File: config.mk
export PLATFORM = sky130hd
export DESIGN_NAME = dcache_req_queue
export DESIGN_NICKNAME = d
export VERILOG_FILES = /design/src/rtl/dcache_req_queue.sv
export SDC_FILE = /design/constraint.sdc
export NUM_CORES = 1
export LEC_CHECK = 0
export CAP_MARGIN = 15
export CELL_PAD_IN_SITES_DETAIL_PLACEMENT = 1
export CELL_PAD_IN_SITES_GLOBAL_PLACEMENT = 1
export CORE_UTILIZATION = 35
export CTS_CLUSTER_SIZE = 8
export DETAILED_ROUTE_END_ITERATION = 12
export PLACE_DENSITY = 0.68
export SYNTH_ARGS = -nofsm -noshare
export SYNTH_HDL_FRONTEND = slang
export SYNTH_SLANG_ARGS = --single-unit
File: constraint.sdc
create_clock -name clk -period 5.4 [get_ports clk]
set_input_delay 0.54 -clock clk [delete_from_list [all_inputs] [get_ports clk]]
set_output_delay 0.54 -clock clk [all_outputs]
set_load 0.05 [all_outputs]
File: src/rtl/dcache_req_queue.sv
// Request queue between the store buffer and the dcache: posted stores, drain-before-load ordering.
// Optional watchdog on the outstanding dcache request is built when DCACHE_REQ_TIMEOUT_EN is defined.
module dcache_req_queue #(
  parameter int unsigned QDEPTH         = 2,
  parameter int unsigned TIMEOUT_CYCLES = 255
) (
  input  logic        clk,
  input  logic        rst,
  input  logic        req_i,
  input  logic        w_en_i,
  input  logic [31:0] addr_i,
  input  logic [31:0] wdata_i,
  input  logic [3:0]  sel_byte_i,
  input  logic        dmem_sel_i,
  output logic        ack_o,
  output logic [31:0] rdata_o,
  output logic        dcache_req_o,
  output logic        dcache_w_en_o,
  output logic [31:0] dcache_addr_o,
  output logic [31:0] dcache_wdata_o,
  output logic [3:0]  dcache_sel_byte_o,
  output logic        dmem_sel_o,
  input  logic        dcache_ack_i,
  input  logic [31:0] dcache_rdata_i,
  output logic        empty_o,
  output logic        full_o,
  output logic        timeout_o
);

  localparam int unsigned AW = $clog2(QDEPTH);
  localparam int unsigned PW = AW + 1;

  if (QDEPTH < 2 || QDEPTH > 8 || (QDEPTH & (QDEPTH - 1)) != 0) begin : g_bad_qdepth
    $error("QDEPTH must be a power of two in 2..8");
  end
  if (TIMEOUT_CYCLES < 1 || TIMEOUT_CYCLES > 255) begin : g_bad_timeout
    $error("TIMEOUT_CYCLES must be in 1..255");
  end

  typedef struct packed {
    logic        w_en;
    logic [31:0] addr;
    logic [31:0] wdata;
    logic [3:0]  sel_byte;
    logic        dmem_sel;
  } entry_t;

  typedef enum logic {IDLE, REQ} state_t;

  entry_t        mem [QDEPTH];
  entry_t        in_entry;
  entry_t        head_next;
  logic [PW-1:0] wr_ptr;
  logic [PW-1:0] rd_ptr;
  logic [PW-1:0] count;
  logic [PW-1:0] count_next;
  state_t        state;
  state_t        state_next;
  logic          st_ack;
  logic          push;
  logic          pop;
  logic          load_ack;

  assign in_entry = '{w_en: w_en_i, addr: addr_i, wdata: wdata_i,
                      sel_byte: sel_byte_i, dmem_sel: dmem_sel_i};
  assign count    = wr_ptr - rd_ptr;

  // Handshakes: the ack cycle belongs to the same upstream transaction, so req_i is ignored then.
  assign pop      = (state == REQ) && dcache_ack_i;
  assign load_ack = pop && !dcache_w_en_o;
  assign ack_o    = st_ack | load_ack;
  assign rdata_o  = load_ack ? dcache_rdata_i : 32'h0;
  assign push     = req_i && !ack_o && (w_en_i ? (!full_o || pop) : empty_o);

  // Next state and the head entry to present on the dcache port next cycle.
  always_comb begin
    state_next = state;
    head_next  = mem[rd_ptr[AW-1:0]];
    count_next = count + PW'(push) - PW'(pop);
    case (state)
      IDLE: begin
        if (count != '0) state_next = REQ;
      end
      REQ: begin
        if (pop) begin
          if (count_next == '0) begin
            state_next = IDLE;
          end else if (count == PW'(1)) begin
            head_next = in_entry;
          end else begin
            head_next = mem[rd_ptr[AW-1:0] + AW'(1)];
          end
        end
      end
      default: state_next = IDLE;
    endcase
  end

  always_ff @(posedge clk) begin
    if (push) mem[wr_ptr[AW-1:0]] <= in_entry;
  end

  always_ff @(posedge clk) begin
    if (rst) begin
      wr_ptr            <= '0;
      rd_ptr            <= '0;
      state             <= IDLE;
      st_ack            <= 1'b0;
      empty_o           <= 1'b1;
      full_o            <= 1'b0;
      dcache_req_o      <= 1'b0;
      dcache_w_en_o     <= 1'b0;
      dcache_addr_o     <= 32'h0;
      dcache_wdata_o    <= 32'h0;
      dcache_sel_byte_o <= 4'h0;
      dmem_sel_o        <= 1'b0;
    end else begin
      wr_ptr  <= wr_ptr + PW'(push);
      rd_ptr  <= rd_ptr + PW'(pop);
      state   <= state_next;
      st_ack  <= push && w_en_i;
      empty_o <= (count_next == '0) && (state_next == IDLE);
      full_o  <= (count_next == PW'(QDEPTH));
      if (state_next == REQ) begin
        dcache_req_o      <= 1'b1;
        dcache_w_en_o     <= head_next.w_en;
        dcache_addr_o     <= head_next.addr;
        dcache_wdata_o    <= head_next.wdata;
        dcache_sel_byte_o <= head_next.sel_byte;
        dmem_sel_o        <= head_next.dmem_sel;
      end else begin
        dcache_req_o      <= 1'b0;
        dcache_w_en_o     <= 1'b0;
        dcache_addr_o     <= 32'h0;
        dcache_wdata_o    <= 32'h0;
        dcache_sel_byte_o <= 4'h0;
        dmem_sel_o        <= 1'b0;
      end
    end
  end

`ifdef DCACHE_REQ_TIMEOUT_EN
  logic [7:0] tmo_cnt;

  // Watchdog counts cycles a request waits; the flag is sticky until reset.
  always_ff @(posedge clk) begin
    if (rst) begin
      tmo_cnt   <= 8'h0;
      timeout_o <= 1'b0;
    end else begin
      if (state != REQ || dcache_ack_i) begin
        tmo_cnt <= 8'h0;
      end else if (tmo_cnt != 8'hFF) begin
        tmo_cnt <= tmo_cnt + 8'd1;
      end
      if (state == REQ && !dcache_ack_i && (9'(tmo_cnt) + 9'd1 == 9'(TIMEOUT_CYCLES))) begin
        timeout_o <= 1'b1;
      end
    end
  end
`else
  assign timeout_o = 1'b0;
`endif

endmodule

# [Yosys cells after proc, flatten, opt, wreduce, memory -nomap -nowiden]
# Memory sizes are Yosys's and may differ from the RTL's. A register that Yosys moved wholly into a read port is not among the register bits.
# Cells that the tools add are included.
[classes] add_sub_neg=6 n_mul=0 div_mod_pow=0 n_lt_le_gt_ge=0 eq_ne=2 n_shift=0 n_mux=14 bitwise_logic=3 reduce_logical=13
[op_table] cell="$mux W70" n=4
[op_table] cell="$mux W32" n=1
[op_table] cell="$mux W1" n=8
[op_table] cell="$add A2 B1 Y2" n=3
[op_table] cell="$logic_and A1 B1 Y1" n=6
[op_table] cell="$logic_not A1 Y1" n=3
[op_table] cell="$eq A2 B1 Y1 const B" n=1
[op_table] cell="$eq A2 B2 Y1 const B" n=1
[op_table] cell="$logic_not A2 Y1" n=1
[op_table] cell="$not A1 Y1" n=2
[op_table] cell="$pmux W1 S2" n=1
[op_table] cell="$reduce_bool A2 Y1" n=1
[op_table] cell="$reduce_or A2 Y1" n=1
[op_table] cell="$sub A2 B1 Y2" n=1
[op_table] cell="$sub A2 B2 Y2" n=1
[op_table] cell="$add A1 B1 Y1 const B" n=1
[op_table] cell="$logic_or A1 B1 Y1" n=1
[op_table] cell="$or A1 B1 Y1" n=1
[totals] reg_bits=79 latchBits=0 mem_bits_rw=140 mem_bits_ro=0 input_bits=106 out_inout_bits=107 word_cells=51 mem_count=1
[memory_table] name="mem" depth=2 width=70 read_ports=2 rd_ports_with_merged_regs=1 write_ports=1 line="50" source="entry_t mem [QDEPTH];"

# [Logic depth before layout (Yosys ltp)]
# Gate-level depths: netlist of the first run.
[logic_depth] ltp_word=14 depth_mapped=13 depth_no_buf=10

# [Least setup slack after synthesis of the first run]
# No wires, ideal clock.
[synth_timing] kind="register to register" start="register, netlist name dcache_req_o" end="memory mem[0][0] in the netlist's numbering (enable)" setup_ns=0.436 arrival_time_ns=3.147 t_required_ns=4.964 slack_ns=1.817 path_stages_with_launch=7 path_buffers=1 synth_period_minus_slack_ns=3.583 cell_sequence="dfxtp_1 > nand2_1 > inv_1 > clkbuf_1 > o21ai_0 > inv_1 > ha_1"
[synth_lines] element="to (decl)" line="50"

# [Worst setup path after layout of the first run]
[layout_timing] start="input w_en_i" end="register empty_o"
[layout_between] elab_chain_len=10
[layout_lines] element="from (decl)" line="10" source="input logic w_en_i,"
[layout_lines] element="$mux W1 (*)" line="73" source="assign push = req_i && !ack_o && (w_en_i ? (!full_o || pop) : empty_o);"
[layout_lines] element="$logic_and A1 B1 Y1 (*)" line="73"
[layout_lines] element="$add A2 B1 Y2 (*)" line="79" source="count_next = count + PW'(push) - PW'(pop);"
[layout_lines] element="$sub A2 B1 Y2 (*)" line="79"
[layout_lines] element="$logic_not A2 Y1 (*)" line="86, 122"
[layout_lines] element="$mux W1" line="86" source="if (count_next == '0) begin"
[layout_lines] element="$mux W1" line="85" source="if (pop) begin"
[layout_lines] element="$pmux W1 S2" line="80" source="case (state)"
[layout_lines] element="$not A1 Y1 (no line)"
[layout_lines] element="$logic_and A1 B1 Y1 (*)" line="122" source="empty_o <= (count_next == '0) && (state_next == IDLE);"
[layout_lines] element="to (signal assigned)" line="122"
[layout_lines] element="to (decl)" line="25" source="output logic empty_o,"
# Every way passes the cells marked *; elsewhere a longest branch is shown, timed or not.
# A chain may end at the register's enable or synchronous reset.

==> flow_summary.yaml, run 1 <==
worst_setup_path:
  path_delay_family: "buffers and inverters"
  cp_num_buf_inv: 3
  worstSetupStartpointType: "input port"
  timing.reg2reg.setup_slack_ns: 1.90
  crit_arrival_ns: 4.08
  cpMostUsedCell: "o21ai_0"
  required_ns: 5.88
  critPathCaptureType: "flop"
  timing_worst_setup_path_type: "in2reg"
  list_of_cells_traversed_by_the_critical_path: "clkdlybuf4s50_1 > o21ai_0 > nor3_1 > o21ai_0 > o21ai_0 > ha_1 > nor4_2 > mux2i_4 > buf_12 > o21ai_4 > buf_4 > o21a_1"
  timing.critical_path.fanout_max: 71
  crit_path_top_delay_cell: "buf_4"
  critical-path-max-stage-delay_ns: 0.57
status:
  outcome: "finished, final reports clean"
timing:
  worstMarginPinSlew_ns: 1.12
  finalMaxSlewViolations: 0
  fmax_mhz: 278
  post-route-min-period_ns: 3.60
  setup_total_negative_slack_ns: 0
  hold_slack_ns: 0.541
  timing.clock.skew_ns: 0.0209
  final_hold_viol_count: 0
  period_share_pct: 66.7
  setup_viol: 0
  relSlewSlack_pct: 25.3
  setup_ws_ns: 1.80
  rsz0062_at_grt: "false"
placed_design:
  number_of_buffer_cells_added_on_primary_ports: 211
  routabilityCongestion: 0.712
  place_hpwl_um: 15700
  dpl_worst_slack_ns: 1.21
layout:
  num_antenna_cells: 0
  fillers: 2933
  syn_to_final_growth_pct: 32.1
  finalNetCount: 1083
  final_layout_size_suffix_gt1_share_pct: 13.3
die:
  io-pin-count: 213
  design.core.area_mm2: 0.0279
  design.die.area_mm2: 0.0292
  core.rowCount: 61
  chipWidth_um: 171
  floorplan.initialDensity_pct: 35.8
  floorplan.die.height_um: 171
hold_path:
  min-delay-path-class: "reg2reg"
clock_tree:
  clock_insertion_delay_worst_skew_ns: 0.54
  cts-buffers-inserted: 31
  cts-htree-levels: 1
  cts_tree: "built"
  cts.clk_slew.worst_paths_ns: 0.05
  cts_root_buffer: "clkbuf_16"
  cts_setup_buffers: 0
  cts.sink_count: 218
  ctsLongestPathBuffers: 3
  cts_resized: 0
  post_cts_hold_buffer_count: 0
synthesis:
  dominantRegCellSynth: "edfxtp_1"
  yosysUniqueCellTypes: 36
  synth.cell_area_mm2: 0.00999
  synth.yosys.seq_area_share_pct: 57.7
  netlist_instances: 788
  synthesis.yosys.warnings: 0
  synth_enable_flop_cells: 140
  postSynthNetCount: 898
  ys_ff_latch: 218
  async_flop_share_pct: 0
  post_synth.cell_area_avg_um2: 12.7
detailed_routing:
  post_drt_wl_per_cell_um: 19.0
  remaining_drc_errors: 0
  wirelength_um: 26100
  ant_nets: 0
  number_of_detailed_routing_iterations_run_before_antenna_repair: 4
  iteration_0_drc_count_of_the_detailed_router: 328
  route.vias.total: 7033
  drt-vias-per-instance: 5.12
pwr:
  peakVddDrop_mv: 0.432
  pwr_density_cell_mw_per_mm2: 609
  power.static_leakage_nw: 4.36
global_routing:
  grt_max_degree: 94
  via_count_of_the_first_global_routing_pass: 7457
  grt_remaining_overflow: 0
  grt_util_all_layers_pct: 17.9
  first_pass_grt_wire_length_um: 41000
  initial_antenna_violation_count: 1
run:
  cap_viol_max_count: 0
## report_power, final
part           internal (W)  total (W)  switching [W]  leakage [nW]
sequential          0.00225    0.00243       0.000187          1.93
clock               0.00106    0.00175       0.000689         0.413
combinational       0.00126    0.00386        0.00260          2.02
## layout make-up
class | count | area [um2] | share of cell area [%]
Clock buffer | 53 | 858 | 6.50
Clock inverter | 2 | 16.3 | 0.123
Inverter | 8 | 31.3 | 0.237
Multi-Input combinational cell | 487 | 3770 | 28.6
Sequential cell | 218 | 5770 | 43.7
Tap cell | 378 | 473 | 3.58
Timing Repair Buffer | 227 | 2280 | 17.3
## cells in the final DEF, fill, tap and decap left out, types with 2 or more instances in the layout
cell type        instances
a211oi_2                70
a21oi_1                 70
a221oi_1                70
and2_1                  32
and2_4                   2
buf_12                   4
buf_4                   12
clkbuf_1                22
clkbuf_16               31
clkdlybuf4s50_1        211
dfxtp_1                 77
edfxtp_1               140
ha_1                     3
inv_1                    5
inv_2                    2
mux2i_1                 70
nand2_1                  2
nor2_1                  74
nor2b_1                 71
nor3b_1                  2
o21ai_0                  3
xor2_1                   2
## per-stage QoR
step / total power, W / util [%] / instances / instance area, um2
2_1_floorplan: 0.00524 / - / 788 / 9990
3_3_place_gp: 0.00632 / 44.1 / 1318 / 12300
3_5_place_dp: 0.00636 / 44.1 / 1318 / 12300
4_1_cts: 0.00815 / 47.3 / 1373 / 13200
5_1_grt: 0.00850 / 47.3 / 1373 / 13200
6_report: 0.00805 / 47.3 / 1373 / 13200
## worst paths after layout
kind | start | to | depth (start not counted)
worst min-delay path | rd_ptr[1] | rd_ptr[1] | 2
worst max register to register | dcache_req_o | empty_o | 12
worst max-delay path | w_en_i | empty_o | 12
worst min register to register | rd_ptr[1] | rd_ptr[1] | 2
## flip-flops by register name (all words and copies together), names as in the netlist
| register | count |
|---|---|
| full_o | 1 |
| dcache_w_en_o | 1 |
| st_ack | 1 |
| dcache_sel_byte_o | 4 |
| dcache_wdata_o | 32 |
| dmem_sel_o | 1 |
| dcache_req_o | 1 |
| dcache_addr_o | 32 |
| mem | 140 |
| empty_o | 1 |
| rd_ptr | 2 |
| wr_ptr | 2 |
## cell families (layout without fill, tap and decap cells)
| kind of cell | after synthesis | after routing | synth area share, % |
|---|---|---|---|
| mux | 71 | 71 | 7.24 |
| compound gates | 219 | 219 | 19.1 |
| buf+inv | 83 | 290 | 4.70 |
| xor+xnor | 5 | 5 | 0.777 |
| flops | 218 | 218 | 57.7 |
| simple gates | 187 | 187 | 9.93 |
| fa+ha+maj | 4 | 4 | 0.501 |
| other cells | 1 | 1 | 0.0375 |
## Yosys cell counts, types with 2 or more instances
cell type	number	area (um2)
edfxtp_1	140	4200
clkbuf_1	51	191
a211oi_2	70	876
dfxtp_1	78	1560
a221oi_1	70	613
nor2b_1	71	444
and2_1	33	206
nor3b_1	2	15.0
inv_1	7	26.3
a21oi_1	70	350
nand2_1	2	7.51
buf_4	3	22.5
o21ai_0	3	15.0
nor2_1	74	278
mux2i_1	70	701
ha_1	4	50.1
buf_12	8	160
xor2_1	2	17.5
buf_2	13	65.1
## worst register-to-register path: stages (launching register included)
cell and delay (ns):
dfxtp_1 0.41, nand2_1 0.15, inv_2 0.29, buf_4 0.31
o31ai_1 0.13, o21ai_0 0.11, ha_1 0.30, nor4_2 0.36
mux2i_4 0.13, buf_12 0.26, o21ai_4 0.21, buf_4 0.57
o21a_1 0.21
## layer usage
metal,up-vias,track usage (%),share of wire [%]
met5,-,0,0.050
met4,2,4.19,1.4
met3,31,3.31,5.2
met2,171,30.9,48
met1,3480,23.3,45
li1,3349,-,-
Power figures use the tool's default switching activity.
==> inputs of run 2 (changes only) <==
--- a/config.mk
+++ b/config.mk
@@ -11,7 +11,7 @@
 export CORE_UTILIZATION = 35
 export CTS_CLUSTER_SIZE = 8
 export DETAILED_ROUTE_END_ITERATION = 12
-export PLACE_DENSITY = 0.68
+export PLACE_DENSITY = 0.71
 export SYNTH_ARGS = -nofsm -noshare
 export SYNTH_HDL_FRONTEND = slang
 export SYNTH_SLANG_ARGS = --single-unit
==> constraint.sdc (replaced) <==
create_clock -name clk -period 3.3 [get_ports clk]
set_input_delay 0.33 -clock clk [delete_from_list [all_inputs] [get_ports clk]]
set_output_delay 0.33 -clock clk [all_outputs]
set_load 0.05 [all_outputs]
==> run 2 against run 1 <==
Net effect: non-clock buffer count rose by 18; count of clock-buffer cells in the layout up 3; worst setup slack lost 1.6 ns; routed wire length is 1.8% higher; via count increased by 2.6%; cell count increased by 1.6%; final area up 1.6%; flip-flop and latch count is the same; largest cell class unchanged.
==> flow_summary.yaml, run 2 (synthesis gave the netlist of run 1 again) <==
hold_path:
  min-delay-path-class: "in2reg"
pwr:
  pwr-share-clk_pct: 21.5
  seq_power_share_pct: 29.2
  p_int_w: 0.00778
  pwr-share-comb_pct: 49.3
  power.static_leakage_nw: 4.57
  total_switching_power_w: 0.00578
  peakVddDrop_mv: 0.431
  switching_share_pct: 42.6
  pwr_density_cell_mw_per_mm2: 1010
worst_setup_path:
  list_of_cells_traversed_by_the_critical_path: "and3b_1 > nor3_1 > o21ai_0 > o21ai_0 > ha_1 > xor2_4 > mux2i_4 > buf_4 > a221oi_1 > a211oi_2"
  critPathCaptureType: "flop"
  crit_path_top_delay_cell: "buf_4"
  timing.critical_path.fanout_max: 39
  cp_num_buf_inv: 1
  cpMostUsedCell: "o21ai_0"
  timing_worst_setup_path_type: "reg2reg"
  critical-path-max-stage-delay_ns: 0.48
  crit_arrival_ns: 3.52
  required_ns: 3.76
  path_delay_family: "compound AO/OA/AOI/OAI gates"
  worstSetupStartpointType: "flop"
die:
  design.die.area_mm2: 0.0292
  core.rowCount: 61
  io-pin-count: 213
  floorplan.initialDensity_pct: 35.8
  design.core.area_mm2: 0.0279
  chipWidth_um: 171
  floorplan.die.height_um: 171
layout:
  largest_reg_flops: 140
  final_layout_size_suffix_gt1_share_pct: 18.1
  syn_to_final_growth_pct: 34.2
  layout_common_cells: "clkdlybuf4s50_1, edfxtp_1, dfxtp_1"
  finalNetCount: 1101
  final_util_pct: 48.0
  stdcell_area_mm2: 0.0134
  final_common_cell: "clkdlybuf4s50_1"
timing:
  timing.clock.skew_ns: 0.0109
  fmax_mhz: 327
  finalMaxSlewViolations: 0
  setup_total_negative_slack_ns: 0
  post-route-min-period_ns: 3.06
  rsz0062_at_grt: "false"
  final_hold_viol_count: 0
  setup_ws_ns: 0.237
  period_share_pct: 92.8
  relSlewSlack_pct: 20.2
  setup_viol: 0
  worstMarginPinSlew_ns: 1.20
clock_tree:
  cts-htree-levels: 1
  cts-buffers-inserted: 31
  ctsLongestPathBuffers: 3
  clock_insertion_delay_worst_skew_ns: 0.54
  cts_root_buffer: "clkbuf_16"
  cts_resized: 0
  post_cts_hold_buffer_count: 0
  cts_setup_buffers: 0
  cts.sink_count: 218
  cts.clk_slew.worst_paths_ns: 0.05
  cts_tree: "built"
global_routing:
  grt_util_all_layers_pct: 18.1
  via_count_of_the_first_global_routing_pass: 7531
  initial_antenna_violation_count: 1
  grt_remaining_overflow: 0
  first_pass_grt_wire_length_um: 41400
  grt_max_degree: 212
detailed_routing:
  drt-vias-per-instance: 5.17
  ant_nets: 0
  wirelength_um: 26600
  remaining_drc_errors: 0
  number_of_detailed_routing_iterations_run_before_antenna_repair: 4
  post_drt_wl_per_cell_um: 19.1
  met2_length_um: 12700
  top_routing_layer_in_use: "met4"
  route.vias.total: 7215
  met1Wirelength_um: 12000
  met3RoutedLength_um: 1470
  iteration_0_drc_count_of_the_detailed_router: 423
placed_design:
  dpl_worst_slack_ns: -0.143
  number_of_buffer_cells_added_on_primary_ports: 211
  routabilityCongestion: 0.732
  place_area_mm2: 0.0125
  place_hpwl_um: 16600
run:
  cap_viol_max_count: 0
status:
  outcome: "finished, final reports clean"
## run 2: changes by cell type in the layout (fill, tap and decap cells not counted), sizes merged
| cell | change |
|---|---|
| diode | +2 |
| clkinvlp | -1 |
| buf | +51 |
| clkbuf | +3 |
| clkdlybuf4s50 | -33 |
## run 2: final timing paths
kind / to / startpoint / cells past startpoint / slack (ns)
min: mem[0][58] / addr_i[21] / 1 / 0.41
min reg2reg: rd_ptr[1] / rd_ptr[1] / 2 / 0.54
max reg2reg: dcache_sel_byte_o[1] / dcache_w_en_o / 10 / 0.24
max: dcache_sel_byte_o[1] / dcache_w_en_o / 10 / 0.24
## run 2: cell type report
class | instances | area (um2)
Antenna cell | 2 | 5.00
Clock buffer | 56 | 890
Clock inverter | 1 | 8.76
Fill cell | 2897 | 14500
Inverter | 8 | 31.3
Multi-Input combinational cell | 487 | 3770
Sequential cell | 218 | 5770
Tap cell | 378 | 473
Timing Repair Buffer | 245 | 2460
## run 2: metrics by stage
stage / total power [W] / instances / hold WS, ns
after detailed placement: 0.0107 / 1336 / 0.544
after global placement: 0.0106 / 1336 / 0.509
after floorplan: 0.00856 / 788 / 0.429
after global routing: 0.0143 / 1394 / 0.397
final: 0.0136 / 1395 / 0.409
after CTS: 0.0138 / 1393 / 0.381
## run 2: worst register-to-register path, stage by stage (launching register included)
cell and delay [ns]:
dfxtp_1 0.34, and3b_1 0.23, nor3_1 0.27, o21ai_0 0.19, o21ai_0 0.22, ha_1 0.29
xor2_4 0.21, mux2i_4 0.27, buf_4 0.48, a221oi_1 0.20, a211oi_2 0.26
## run 2: power by group through the flow
stage / clock [W] / sequential [W] / combinational (W)
CTS: 0.00300 / 0.00397 / 0.00678
finish: 0.00292 / 0.00396 / 0.00668
global route: 0.00312 / 0.00402 / 0.00716
floorplan: 0 / 0.00521 / 0.00335
detailed placement: 0 / 0.00401 / 0.00674
global placement: 0 / 0.00400 / 0.00664
## run 2: metal layers
layer | track usage (%) | vias to the layer above
met5 | 0 | -
met4 | 4.31 | 0
met1 | 23.6 | 3582
met2 | 30.9 | 210
li1 | - | 3383
met3 | 3.68 | 40
